## src/rtl/delay_line_pkg.sv

```systemverilog
// -----------------------------------------------------------------------------
// delay_line_pkg
// Shared types and helpers for the delay-line controller.
//   state_t   : controller state encoding (IDLE, FILL, STREAM, DRAIN).
//   cnt_width : width of the depth / occupancy fields for a given SIZE,
//               wide enough to hold the value SIZE itself.
// -----------------------------------------------------------------------------
package delay_line_pkg;

    typedef enum logic [1:0] {
        IDLE   = 2'd0,
        FILL   = 2'd1,
        STREAM = 2'd2,
        DRAIN  = 2'd3
    } state_t;

    function automatic int cnt_width(input int size);
        return $clog2(size + 1);
    endfunction

endpackage

```

## src/rtl/delay_line_mem.sv

```systemverilog
// -----------------------------------------------------------------------------
// delay_line_mem
// Single-port circular storage for the delay line: one registered write port
// and a combinational read at the same address, so a word can be read out and
// replaced in the same cycle.
// Ports:
//   clk   : clock
//   we    : write enable
//   addr  : shared read/write address
//   wdata : word to write
//   rdata : mem[addr], combinational
// -----------------------------------------------------------------------------
module delay_line_mem #(
    parameter int WIDTH = 24,
    parameter int SIZE  = 128
) (
    input  logic                    clk,
    input  logic                    we,
    input  logic [$clog2(SIZE)-1:0] addr,
    input  logic [WIDTH-1:0]        wdata,
    output logic [WIDTH-1:0]        rdata
);

    logic [WIDTH-1:0] mem_r [SIZE];

    // Storage write; contents are intentionally not reset.
    always_ff @(posedge clk) begin
        if (we) begin
            mem_r[addr] <= wdata;
        end
    end

    assign rdata = mem_r[addr];

endmodule

```

## src/rtl/delay_line_ctrl.sv

```systemverilog
// -----------------------------------------------------------------------------
// delay_line_ctrl
// Controller/sequencer for a circular delay line. A runtime depth (1..SIZE) is
// configured in IDLE, the line is filled, then words stream through with
// valid/ready backpressure so that accepted word n leaves as output word
// n+depth. drain flushes the held words out; flush aborts to IDLE.
//
// Optional build macro DELAY_LINE_CTRL_BYPASS_EN: depth 0 becomes legal and
// selects a zero-latency pass-through (out_data = in_data) in STREAM.
//
// Ports:
//   clk, rst              : clock, synchronous active-high reset
//   cfg_valid, cfg_depth  : depth configuration request (accepted in IDLE)
//   cfg_ready             : high only in IDLE
//   cfg_err               : one-cycle pulse after a rejected config request
//   in_valid/in_ready/in_data    : input stream
//   out_valid/out_ready/out_data : delayed output stream
//   drain                 : in STREAM, stop input and empty the line
//   flush                 : abort, discard contents, return to IDLE
//   busy                  : state != IDLE
//   level                 : number of valid words held
// -----------------------------------------------------------------------------
module delay_line_ctrl
    import delay_line_pkg::*;
#(
    parameter int WIDTH = 24,
    parameter int SIZE  = 128
) (
    input  logic                      clk,
    input  logic                      rst,
    input  logic                      cfg_valid,
    input  logic [$clog2(SIZE+1)-1:0] cfg_depth,
    output logic                      cfg_ready,
    output logic                      cfg_err,
    input  logic                      in_valid,
    output logic                      in_ready,
    input  logic [WIDTH-1:0]          in_data,
    output logic                      out_valid,
    input  logic                      out_ready,
    output logic [WIDTH-1:0]          out_data,
    input  logic                      drain,
    input  logic                      flush,
    output logic                      busy,
    output logic [$clog2(SIZE+1)-1:0] level
);

    localparam int DW = cnt_width(SIZE);
    localparam int AW = $clog2(SIZE);

    state_t          state_r;
    state_t          state_nxt_s;
    logic [AW-1:0]   addr_r;
    logic [AW-1:0]   addr_nxt_s;
    logic [AW-1:0]   addr_inc_s;
    logic [DW-1:0]   cnt_r;
    logic [DW-1:0]   cnt_nxt_s;
    logic [DW-1:0]   depth_r;
    logic [DW-1:0]   depth_nxt_s;
    logic            cfg_err_r;
    logic            cfg_err_nxt_s;
    logic            cfg_ok_s;
    logic            bypass_s;
    logic            we_s;
    logic            cfg_ready_s;
    logic            in_ready_s;
    logic            out_valid_s;
    logic [WIDTH-1:0] rdata_s;

`ifdef DELAY_LINE_CTRL_BYPASS_EN
    assign cfg_ok_s = (cfg_depth <= DW'(SIZE));
    assign bypass_s = (state_r == STREAM) && (depth_r == {DW{1'b0}});
`else
    assign cfg_ok_s = (cfg_depth != {DW{1'b0}}) && (cfg_depth <= DW'(SIZE));
    assign bypass_s = 1'b0;
`endif

    // Circular address: wrap to 0 after the last slot of the configured depth.
    assign addr_inc_s = (DW'(addr_r) == (depth_r - DW'(1))) ? {AW{1'b0}}
                                                            : (addr_r + AW'(1));

    // Next-state, datapath update and handshake outputs.
    always_comb begin
        state_nxt_s   = state_r;
        addr_nxt_s    = addr_r;
        cnt_nxt_s     = cnt_r;
        depth_nxt_s   = depth_r;
        cfg_err_nxt_s = 1'b0;
        we_s          = 1'b0;
        cfg_ready_s   = 1'b0;
        in_ready_s    = 1'b0;
        out_valid_s   = 1'b0;

        case (state_r)
            IDLE: begin
                cfg_ready_s = 1'b1;
                if (cfg_valid) begin
                    if (cfg_ok_s) begin
                        depth_nxt_s = cfg_depth;
                        addr_nxt_s  = {AW{1'b0}};
                        cnt_nxt_s   = {DW{1'b0}};
                        // Depth 0 is only reachable when bypass is built in.
                        state_nxt_s = (cfg_depth == {DW{1'b0}}) ? STREAM : FILL;
                    end else begin
                        cfg_err_nxt_s = 1'b1;
                    end
                end else begin
                    state_nxt_s = IDLE;
                end
            end
            FILL: begin
                in_ready_s = 1'b1;
                if (in_valid) begin
                    we_s       = 1'b1;
                    addr_nxt_s = addr_inc_s;
                    cnt_nxt_s  = cnt_r + DW'(1);
                    if ((cnt_r + DW'(1)) == depth_r) begin
                        state_nxt_s = STREAM;
                    end else begin
                        state_nxt_s = FILL;
                    end
                end else begin
                    state_nxt_s = FILL;
                end
            end
            STREAM: begin
                in_ready_s  = out_ready;
                out_valid_s = in_valid;
                // A fire reads the oldest word and overwrites it with the new one.
                if (in_valid && out_ready && !bypass_s) begin
                    we_s       = 1'b1;
                    addr_nxt_s = addr_inc_s;
                end else begin
                    addr_nxt_s = addr_r;
                end
                if (drain) begin
                    state_nxt_s = bypass_s ? IDLE : DRAIN;
                end else begin
                    state_nxt_s = STREAM;
                end
            end
            DRAIN: begin
                out_valid_s = 1'b1;
                if (out_ready) begin
                    addr_nxt_s = addr_inc_s;
                    cnt_nxt_s  = cnt_r - DW'(1);
                    if (cnt_r == DW'(1)) begin
                        state_nxt_s = IDLE;
                    end else begin
                        state_nxt_s = DRAIN;
                    end
                end else begin
                    state_nxt_s = DRAIN;
                end
            end
            default: begin
                state_nxt_s = IDLE;
            end
        endcase

        // flush overrides everything except rst; any handshake this cycle is dropped.
        if (flush) begin
            state_nxt_s   = IDLE;
            addr_nxt_s    = {AW{1'b0}};
            cnt_nxt_s     = {DW{1'b0}};
            depth_nxt_s   = depth_r;
            cfg_err_nxt_s = 1'b0;
            we_s          = 1'b0;
        end else begin
            state_nxt_s = state_nxt_s;
        end
    end

    // State and datapath registers with synchronous reset.
    always_ff @(posedge clk) begin
        if (rst) begin
            state_r   <= IDLE;
            addr_r    <= {AW{1'b0}};
            cnt_r     <= {DW{1'b0}};
            depth_r   <= {DW{1'b0}};
            cfg_err_r <= 1'b0;
        end else begin
            state_r   <= state_nxt_s;
            addr_r    <= addr_nxt_s;
            cnt_r     <= cnt_nxt_s;
            depth_r   <= depth_nxt_s;
            cfg_err_r <= cfg_err_nxt_s;
        end
    end

    delay_line_mem #(
        .WIDTH (WIDTH),
        .SIZE  (SIZE)
    ) u_mem (
        .clk   (clk),
        .we    (we_s && !rst),
        .addr  (addr_r),
        .wdata (in_data),
        .rdata (rdata_s)
    );

    assign cfg_ready = cfg_ready_s;
    assign cfg_err   = cfg_err_r;
    assign in_ready  = in_ready_s;
    assign out_valid = out_valid_s;
    assign out_data  = bypass_s ? in_data : rdata_s;
    assign busy      = (state_r != IDLE);
    assign level     = cnt_r;

endmodule
```

## config.mk

```make
export PLATFORM = sky130hd
export DESIGN_NAME = delay_line_ctrl
export DESIGN_NICKNAME = d
export VERILOG_FILES = /design/src/rtl/delay_line_pkg.sv /design/src/rtl/delay_line_mem.sv /design/src/rtl/delay_line_ctrl.sv
export SDC_FILE = /design/constraint.sdc
export NUM_CORES = 2
export LEC_CHECK = 0
export CAP_MARGIN = 20
export CORE_MARGIN = 8
export CORE_UTILIZATION = 25
export DETAILED_ROUTE_END_ITERATION = 12
export PLACE_DENSITY = 0.48
export SETUP_SLACK_MARGIN = 0.15
export SLEW_MARGIN = 10
export SYNTH_ARGS = -nofsm -noshare
export SYNTH_HDL_FRONTEND = slang
export SYNTH_SLANG_ARGS = --single-unit
```

## constraint.sdc

```tcl
create_clock -name clk -period 4.2 [get_ports clk]
set_input_delay 1.26 -clock clk [delete_from_list [all_inputs] [get_ports clk]]
set_output_delay 1.26 -clock clk [all_outputs]
set_load 0.02 [all_outputs]
```

==> impl_metrics.tcl <==
set metrics [dict create \
    run_status "complete, but fails checks" \
    violations "negative setup slack" \
    hold_class "flop to flop" \
    cp.arrival_ps 4200 \
    yosysSeqAreaShare_pct 78.1 \
    setup.worst_path.end_class "output pin" \
    slew_headroom_pct 19.9 \
    insertion_delay_ps 950 \
    cts_root_buf "clkbuf_16" \
    skew_ps 80.4 \
    ys.warnings.count 0 \
    hold_violations 0 \
    synth_edf_count 3072 \
    htreeDepth 5 \
    coreArea_um2 474000 \
    gp_congestion 0.761 \
    first_pass_iters 8 \
    r2r-end "u_mem.mem_r[44][1]" \
    place_ws_ps -587 \
    syn_inst 4773 \
    synth_area_leaders "edfxtp_1 (78%), mux4_2 (19%), dfxtp_1 (0.56%)" \
    fmax_mhz 183 \
    grt_pass1_wl_um 481000 \
    cts_tree "done" \
    die_h_um 706 \
    p_leak_uw 0.0433 \
    startpoint_type "flop" \
    drcViolationCount 0 \
    row_count 253 \
    grt_use_total_pct 13.6 \
    slew_violations 0 \
    final_layout_size_suffix_gt1_share_pct 39.2 \
    die_x_um 706 \
    finalCritPeriodShare_pct 130 \
    antenna_left 0 \
    nFillCells 45000 \
    synthFlopType "edfxtp_1" \
    crit_required_ps 2940 \
    antenna_found_initial 55 \
    reg2reg_from "state_r[0]" \
    period_minus_slack_ps 5460 \
    critical_path.max_fanout 8 \
    routedWlPerCell_um 29.3 \
    worst-r2r-setup-slack_ps 1080 \
    clk_pin_slew_worst_paths_ps 60 \
    grt_pass1_vias 58100 \
    synth.distinct_cells 50 \
    synth_common_cells "edfxtp_1 (3072), mux4_2 (1008), clkbuf_1 (163)" \
    synthArstFlopShare_pct 0 \
    synth_nets 4821 \
    grt.overflow.total 0 \
    syn_area_um2 119000 \
    holdPathStages 2 \
    clock_sinks 3105 \
    critical_path_class "flop to output pin" \
    post_synth.cell_area_avg_um2 24.9 \
    first_iter_violations 6440 \
    synth_largest_area_cell "edfxtp_1" \
    worst_pin_slew_ps 1200 \
    wl_um 351000 \
    portBuffers 75 \
    cap_violations 0 \
    dpl.hpwl_um 204000 \
    clock_path_buffers 4 \
    setup_violations 24 \
    peakVddDrop_mv 0.385 \
    grt_start_max_net_pins 129 \
    synth-seq-cells 3105 \
    rsz0062_at_grt "true" \
    cts_buffers 336 \
    initial_core_util_pct 25.1 \
    finalNetCount 5520 \
    via_per_inst 4.67 \
    synth_top_area_share_pct 77.5 \
    vias 56000 \
    hold_ws_ps 546 \
    dieArea_um2 498000 \
    reg2reg_depth 10 \
    area_growth_pct 23.4 \
    powerDensity_nw_per_um2 437 \
    pin_count 76 \
    min-delay-start "level[7]" \
    hold_end "level[7]" \
    yosysMostFrequentCell "edfxtp_1" \
    setup_slack_ps -1260 \
]
==> flip-flops by register name (all words and copies together) (netlist names), named ones only <==
signal / flops
cfg_err: 1
level: 8
addr_r: 7
state_r: 2
depth_r: 8
u_mem.mem_r: 3072
==> metrics by stage <==
stage               setup TNS (ps)  power, uW  std cells  area (um^2)  util, %
global route                -30440      66000      12000       147000     31.0
global placement             -9690      35500      11300       134000     28.3
CTS                         -31200      64900      11900       146000     30.8
floorplan                        0      34800       4773       119000        -
detailed placement           -9780      35500      11300       134000     28.3
finish                      -28150      64200      12000       147000     31.0
==> critical path, stage by stage, from the launching register on <==
cell     delay, ps
dfxtp_4        390
buf_6          110
buf_12         150
buf_16         190
buf_16         150
mux4_2         500
mux4_2         590
mux4_2         670
mux2_4         370
buf_6          140
==> cell type report <==
type / instances / area, um^2 / share of cell area [%]
clock inverters: 203 / 2100 / 1.43
repair buffers: 617 / 9160 / 6.24
multi-input cells: 1400 / 26000 / 17.7
well taps: 6247 / 7820 / 5.32
diodes: 11 / 27.5 / 0.0187
flip-flops and latches: 3105 / 92900 / 63.3
clock buffers: 396 / 8720 / 5.94
inverters: 12 / 45.0 / 0.0307
==> what timing repair did <==
item / in CTS / in global routing
cloned: 12 / 13
resized for setup: 82 / 46
setup endpoints to repair: 27 / 24
buffers inserted: 26 / 35
hold buffers: 0 / 0
==> cells by family (layout without fill, tap and decap cells) <==
kind of cell | Yosys count | after routing | synth area share, %
AND/OR/NAND/NOR | 266 | 266 | 0.986
adder cells (fa/ha/maj) | 9 | 9 | 0.0947
buffers and inverters | 268 | 1228 | 0.919
XOR/XNOR | 27 | 27 | 0.199
other | 0 | 11 | 0
flip-flops | 3105 | 3105 | 78.1
AO/OA/AOI/OAI | 57 | 57 | 0.310
multiplexers | 1041 | 1041 | 19.4
==> layer usage <==
| layer | wire length [um] | global-route usage (%) | vias to the layer above |
|---|---|---|---|
| met5 | 103 | 0 | - |
| met4 | 7740 | 3.02 | 18 |
| met3 | 24800 | 2.77 | 410 |
| met2 | 167000 | 21.9 | 1990 |
| met1 | 152000 | 19.0 | 31300 |
| li1 | - | - | 22300 |
==> where the power goes <==
part	leakage (uW)	switching, uW	internal (uW)	total [uW]
registers	0.0279	8.19	34000	34000
clock network	0.00529	12300	17000	29300
logic	0.0101	657	198	855
==> worst max path at each step <==
stage | to | slack, ps | cells after the start
floorplan | u_mem.mem_r[110][0] | 80 | 7
global placement | out_data[10] | -600 | 8
detailed placement | out_data[10] | -590 | 8
CTS | out_data[12] | -1350 | 9
global route | out_data[23] | -1310 | 9
finish | out_data[10] | -1260 | 9
==> layout by cell type, fill, tap and decap left out, types with 17 or more instances in the layout <==
master,instances
clkinv_2,67
buf_16,35
clkbuf_16,353
clkinv_1,65
xnor2_1,17
buf_6,42
buf_4,229
clkbuf_1,56
buf_12,264
mux4_2,1008
o21ai_0,17
nand3_1,19
nor2_4,128
nand2_1,26
dfxtp_1,26
edfxtp_1,3072
bufinv_16,34
clkdlybuf4s50_1,26
nor2_1,32
mux2_4,22
Note: power is estimated with default switching activity, not from simulation.
